==> src/rtl/spi_arb_pkg.sv <==
// spi_arb_pkg: shared types and defaults for the SPI arbiter.
//   arb_state_t     : sequencer state (IDLE, LAUNCH, BUSY, DONE)
//   req_id_t        : requester index, 0 or 1
//   TIMEOUT_CYC_DEF : default watchdog window in clk cycles
package spi_arb_pkg;

    typedef enum logic [1:0] {
        IDLE   = 2'd0,
        LAUNCH = 2'd1,
        BUSY   = 2'd2,
        DONE   = 2'd3
    } arb_state_t;

    typedef logic req_id_t;

    localparam int unsigned TIMEOUT_CYC_DEF = 1024;

endpackage

==> src/rtl/xact_timer.sv <==
// xact_timer: watchdog for one SPI transaction.
//   clk, rst   : clock, synchronous active-high reset
//   i_clear    : reload the window (asserted in the launch cycle)
//   i_run      : count down (asserted while waiting for completion)
//   o_expired  : high in the cycle that is TIMEOUT_CYC-1 cycles after the launch
module xact_timer #(
    parameter int unsigned TIMEOUT_CYC = 1024
) (
    input  logic clk,
    input  logic rst,
    input  logic i_clear,
    input  logic i_run,
    output logic o_expired
);

    localparam int W = $clog2(TIMEOUT_CYC + 1);
    // The first waiting cycle follows the reload, so the terminal count is
    // reached TIMEOUT_CYC-1 cycles after launch with a reload of TIMEOUT_CYC-2.
    localparam logic [W-1:0] LOAD = W'(TIMEOUT_CYC - 2);

    logic [W-1:0] r_cnt;

    always_ff @(posedge clk) begin
        if (rst) begin
            r_cnt <= '0;
        end else if (i_clear) begin
            r_cnt <= LOAD;
        end else if (i_run && (r_cnt != '0)) begin
            r_cnt <= r_cnt - 1'b1;
        end
    end

    assign o_expired = i_run && (r_cnt == '0);

endmodule

==> src/rtl/spi_arb.sv <==
// spi_arb: two-requester round-robin arbiter and sequencer for one SPI monarch.
//   clk, rst           : clock, synchronous active-high reset
//   req0/1, lock0/1    : level request, keep-ownership request
//   cmd0/1             : command word, taken when the request is accepted
//   gnt0/1             : requester owns the SPI
//   done0/1, err0/1    : one-cycle completion / timeout pulses
//   resp0/1            : last response per requester
//   spi_snd, spi_cmd   : start pulse and command towards the SPI monarch
//   spi_done, spi_resp : completion pulse and response from the SPI monarch
//
// state  | meaning
// IDLE   | arbitrate, or wait on the lock holder
// LAUNCH | spi_snd pulse, watchdog reload
// BUSY   | waiting for spi_done or watchdog expiry
// DONE   | done pulse, round-robin and lock update
module spi_arb
    import spi_arb_pkg::*;
#(
    parameter int unsigned TIMEOUT_CYC = TIMEOUT_CYC_DEF
) (
    input  logic        clk,
    input  logic        rst,
    input  logic        req0,
    input  logic        req1,
    input  logic        lock0,
    input  logic        lock1,
    input  logic [15:0] cmd0,
    input  logic [15:0] cmd1,
    output logic        gnt0,
    output logic        gnt1,
    output logic        done0,
    output logic        done1,
    output logic [15:0] resp0,
    output logic [15:0] resp1,
    output logic        err0,
    output logic        err1,
    output logic        spi_snd,
    output logic [15:0] spi_cmd,
    input  logic        spi_done,
    input  logic [15:0] spi_resp
);

    arb_state_t  r_state;
    arb_state_t  w_state_nxt;
    req_id_t     r_owner;
    req_id_t     r_last;
    logic        r_lock_held;
    logic [15:0] r_cmd_q;
    logic [15:0] r_resp0;
    logic [15:0] r_resp1;
    logic        r_err0;
    logic        r_err1;

    logic [1:0]  w_req;
    logic [1:0]  w_lock;
    logic        w_accept;
    logic        w_release;
    req_id_t     w_win;
    logic        w_expired;
    logic        w_timeout;
    logic        w_active;

    assign w_req  = {req1, req0};
    assign w_lock = {lock1, lock0};

    xact_timer #(.TIMEOUT_CYC(TIMEOUT_CYC)) u_timer (
        .clk       (clk),
        .rst       (rst),
        .i_clear   (r_state == LAUNCH),
        .i_run     (r_state == BUSY),
        .o_expired (w_expired)
    );

    // A completion in the expiry cycle still counts as success.
    assign w_timeout = (r_state == BUSY) && w_expired && !spi_done;

    always_comb begin
        w_state_nxt = r_state;
        w_accept    = 1'b0;
        w_release   = 1'b0;
        w_win       = r_owner;
        case (r_state)
            IDLE: begin
                if (r_lock_held) begin
                    if (w_req[r_owner]) begin
                        w_accept = 1'b1;
                    end else if (!w_lock[r_owner]) begin
                        w_release = 1'b1;
                    end
                end else if (req0 && req1) begin
                    w_accept = 1'b1;
                    w_win    = ~r_last;
                end else if (req0 || req1) begin
                    w_accept = 1'b1;
                    w_win    = req1;
                end
                if (w_accept) begin
                    w_state_nxt = LAUNCH;
                end
            end
            LAUNCH: w_state_nxt = BUSY;
            BUSY: begin
                if (spi_done) begin
                    w_state_nxt = DONE;
                end else if (w_timeout) begin
                    w_state_nxt = IDLE;
                end
            end
            DONE:    w_state_nxt = IDLE;
            default: w_state_nxt = IDLE;
        endcase
    end

    always_ff @(posedge clk) begin
        if (rst) begin
            r_state     <= IDLE;
            r_owner     <= 1'b0;
            r_last      <= 1'b1;
            r_lock_held <= 1'b0;
            r_cmd_q     <= '0;
            r_resp0     <= '0;
            r_resp1     <= '0;
            r_err0      <= 1'b0;
            r_err1      <= 1'b0;
        end else begin
            r_state <= w_state_nxt;
            r_err0  <= 1'b0;
            r_err1  <= 1'b0;
            if (w_accept) begin
                r_owner <= w_win;
                r_cmd_q <= w_win ? cmd1 : cmd0;
            end
            if (w_release) begin
                r_lock_held <= 1'b0;
            end
            if ((r_state == BUSY) && spi_done) begin
                if (r_owner) r_resp1 <= spi_resp;
                else         r_resp0 <= spi_resp;
            end
            if (w_timeout) begin
                r_err0      <= !r_owner;
                r_err1      <= r_owner;
                r_lock_held <= 1'b0;
                r_last      <= r_owner;
            end
            if (r_state == DONE) begin
                r_last      <= r_owner;
                r_lock_held <= w_lock[r_owner];
            end
        end
    end

    // Ownership spans the whole transaction plus any idle time under lock.
    assign w_active = (r_state != IDLE) || r_lock_held;

    assign gnt0    = w_active && !r_owner;
    assign gnt1    = w_active && r_owner;
    assign done0   = (r_state == DONE) && !r_owner;
    assign done1   = (r_state == DONE) && r_owner;
    assign err0    = r_err0;
    assign err1    = r_err1;
    assign resp0   = r_resp0;
    assign resp1   = r_resp1;
    assign spi_snd = (r_state == LAUNCH);
    assign spi_cmd = r_cmd_q;

endmodule

==> config.mk <==
export PLATFORM = sky130hd
export DESIGN_NAME = spi_arb
export DESIGN_NICKNAME = d
export VERILOG_FILES = /design/src/rtl/spi_arb_pkg.sv /design/src/rtl/xact_timer.sv /design/src/rtl/spi_arb.sv
export SDC_FILE = /design/constraint.sdc
export NUM_CORES = 1
export LEC_CHECK = 0
export ABC_AREA = 1
export CORE_ASPECT_RATIO = 1.1
export CORE_MARGIN = 2
export CORE_UTILIZATION = 49
export CTS_CLUSTER_SIZE = 16
export DETAILED_ROUTE_END_ITERATION = 8
export PLACE_DENSITY = 0.85
export SLEW_MARGIN = 0
export SYNTH_ARGS = -nofsm -noshare
export SYNTH_HDL_FRONTEND = slang
export SYNTH_SLANG_ARGS = --single-unit
==> constraint.sdc <==
create_clock -name clk -period 2.25 [get_ports clk]
set_clock_uncertainty 0.05 [all_clocks]
set_input_delay 0.5625 -clock clk [delete_from_list [all_inputs] [get_ports clk]]
set_output_delay 0.5625 -clock clk [all_outputs]
set_load 0.01 [all_outputs]
==> metrics.md <==
| Metric | Value |
|---|---|
| Top post-synthesis cells by area | `dfxtp_1, inv_1, nor2_1` |
| Vias | `3290` |
| Seq cells post-synth | `66` |
| Final ANT Viol Nets | `0` |
| Placer Congestion | `0.857` |
| CP Buf/Inv Count | `2` |
| Relative slew margins | `0.638` |
| FP Rows | `30` |
| Final HPWL DP | `6520 um` |
| Number of global-route vias before repair | `3172` |
| Clk pin slew, worst setup/hold paths | `0.07 ns` |
| Peak Freq | `468 MHz` |
| H-tree Lvls | `3` |
| Overall routed net length | `8800 um` |
| Layout fillers | `485` |
| Avg Vias per Cell | `5.05` |
| Element type at the critical path start | `flip-flop` |
| Number of synthesized flops with an enable pin | `0` |
| N_diodes | `0` |
| Hold Crit Start | `resp1[1]$_SDFFE_PP0P_` |
| RSZ-0062 raised after global routing | `false` |
| Critical path class | `flip-flop to output pin` |
| Cell area after layout | `4630 um^2` |
| Layout cells sized above 1 | `0.128` |
| Initial Utilization | `0.513` |
| Hold Path Sink | `resp1[1]$_SDFFE_PP0P_` |
| CTS max path bufs | `2` |
| Initial antenna violation count | `0` |
| Ys flop type | `dfxtp_1` |
| Syn nets | `513` |
| Postcts setup bufs | `0` |
| PD cells | `840 nW/um^2` |
| CP max FO | `4` |
| Final hold vios | `0` |
| CTS Root Buffer Type | `clkbuf_8` |
| Critical-path cell list | `inv_2 > nor2_1 > clkdlybuf4s50_1` |
| Die area | `7230 um^2` |
| Dpl ws | `0.110 ns` |
| Crit path launch | `r_state[0]$_SDFFE_PP0P_` |
| Critical Path End Type | `output pin` |
| Area grow syn2layout | `43.9%` |
| Largest net degree at the start of global routing | `33` |
| WHS Path Cells | `2` |
| Fin Setup TNS | `0 ns` |
| Worst skew pair latency | `0.33 ns` |
| Register-to-Register Path Depth | `10` |
| Dpl cell area | `4400 um^2` |
| Most common cell in the netlist | `inv_1` |
| Port Buffers | `109` |
| Top cell type's share of synthesized area | `0.411` |
| Max Cap Viol | `0` |
| Post-Syn Instances | `456` |
| Die width | `81.3 um` |
| Leak | `2.04 nW` |
| CTS tree | `yes` |
| Reg2reg start | `u_timer.r_cnt[0]$_SDFFE_PP0P_` |
| Clock sink total | `66` |
| TritonCTS buffer count | `9` |
| Synth warn | `0` |
| First-pass GRT wire length | `14300 um` |
| Worst slew pin tran | `0.542 ns` |
| CP arrival | `1.52 ns` |
| Period utilisation layout | `0.949` |
| Post-synth top area cell | `dfxtp_1` |
| Most frequent cells after synthesis | `inv_1, dfxtp_1, nor2_1` |
| DR pass1 iterations | `4` |
| Reg-to-Reg End | `u_timer.r_cnt[2]$_SDFFE_PP0P_` |
| Delay-heaviest family, CP | `buffers and inverters` |
| Outcome | `finished, final reports clean` |
| DRC viols | `0` |
| Die Ht | `89.0 um` |
| Max Slew Vio Count | `0` |
| Worst setup margin | `0.114 ns` |
| GRT Resource Usage Total | `0.255` |
| Register area | `1320 um^2` |
| Sequential fraction of the synthesis area | `0.411` |
| CP required | `1.64 ns` |
| Final setup viols | `0` |
| Post-layout min period | `2.14 ns` |
| Max VDD drop | `0.000452 V` |
| Reg2reg setup slack | `0.46 ns` |
| Routed wire length per instance | `13.5 um` |
| Ys async rst share | `0` |
| Final net count | `623` |
| Multi-input gate area | `1500 um^2` |
| Synthesized area per cell | `7.06 um^2` |
| Netlist cell types | `30` |
| Global route overflow | `0` |
| 1st-iter DRT viols | `185` |
| Area of the core | `6270 um^2` |
| Worst hold path type | `flip-flop to flip-flop` |
| Post-Syn Area | `3220 um^2` |
| CP max stage cell | `clkdlybuf4s50_1` |
| Io pins | `110` |
| Slowest stage delay, CP | `0.57 ns` |
cell families (layout without fill, tap and decap cells):
family / after synthesis / count (layout) / share of synthesized area
AND/OR/NAND/NOR: 210 / 210 / 0.316
adder cells (fa/ha/maj): 2 / 2 / 0.00777
AO/OA/AOI/OAI: 79 / 79 / 0.135
flip-flops: 66 / 66 / 0.411
multiplexers: 1 / 1 / 0.00311
XOR/XNOR: 1 / 1 / 0.00272
buffers and inverters: 97 / 212 / 0.124
worst min-delay path: stages (launching register included):
cell and delay, ns:
dfxtp_1 0.31, inv_1 0.04, a21oi_1 0.05
repair_timing:
item,CTS,global route
cloned,0,0
setup endpoints to repair,2,3
hold buffers,0,0
gates resized for setup,2,3
endpoints found under the hold margin,0,0
cell usage in the layout (no fill, tap or decap), drive strengths merged:
| cell type | instances |
|---|---|
| dfxtp | 66 |
| a21oi | 40 |
| clkdlybuf4s50 | 107 |
| dlygate4sd2 | 1 |
| nor2 | 69 |
| nand4 | 5 |
| o21bai | 1 |
| inv | 78 |
| nand3b | 1 |
| nand2 | 73 |
| nor3 | 5 |
| buf | 10 |
| clkinv | 1 |
| clkbuf | 10 |
| or2 | 1 |
| xor2 | 1 |
| mux2i | 1 |
| o21ai | 36 |
| a31oi | 1 |
| o211ai | 1 |
| dlymetal6s2s | 1 |
| nand3 | 56 |
| ha | 2 |
| bufinv | 2 |
| clkinvlp | 2 |
power by group:
| group | internal, W | switching [W] |
|---|---|---|
| registers | 0.00131 | 0.000114 |
| clock network | 0.000656 | 0.000469 |
| logic | 0.000583 | 0.000754 |
| total | 0.00255 | 0.00134 |
worst max-delay path by stage:
stage,end,slack (ns),cells after the start
3_3_place_gp,spi_cmd[1]$_SDFFE_PP0P_,0.18,9
4_1_cts,gnt1,0.02,3
2_1_floorplan,spi_cmd[10]$_SDFFE_PP0P_,0.71,8
6_report,spi_snd,0.11,3
3_5_place_dp,spi_cmd[3]$_SDFFE_PP0P_,0.11,9
5_1_grt,done0,0.03,3
through the flow:
step	hold slack, ns	power (W)	util	std cells
floorplan	0.418	0.00229	-	456
global placement	0.380	0.00273	0.702	635
detailed placement	0.387	0.00278	0.702	635
CTS	0.399	0.00390	0.738	651
global route	0.414	0.00411	0.739	651
finish	0.394	0.00389	0.739	651
flip-flops by register name, summed over array words and instances, names as in the netlist:
name	count
r_state	2
resp0	16
u_timer.r_cnt	11
r_lock_held	1
r_owner	1
err0	1
resp1	16
err1	1
r_last	1
spi_cmd	16
per-layer routing:
metal | GRT usage | share of wire | vias up
li1 | - | - | 1662
met1 | 0.302 | 0.42 | 1544
met2 | 0.463 | 0.54 | 76
met3 | 0.0455 | 0.036 | 8
met4 | 0.0832 | 0.0092 | 0
met5 | 0 | 0 | -
cell type report:
type / instances / share of cell area
Clock buffer: 10 / 0.0297
Clock inverter: 6 / 0.0192
Tap cell: 80 / 0.0216
Inverter: 77 / 0.0624
Timing Repair Buffer: 119 / 0.257
Sequential cell: 66 / 0.286
Multi-Input combinational cell: 293 / 0.324
No activity file was read; power rests on OpenSTA's default activity.
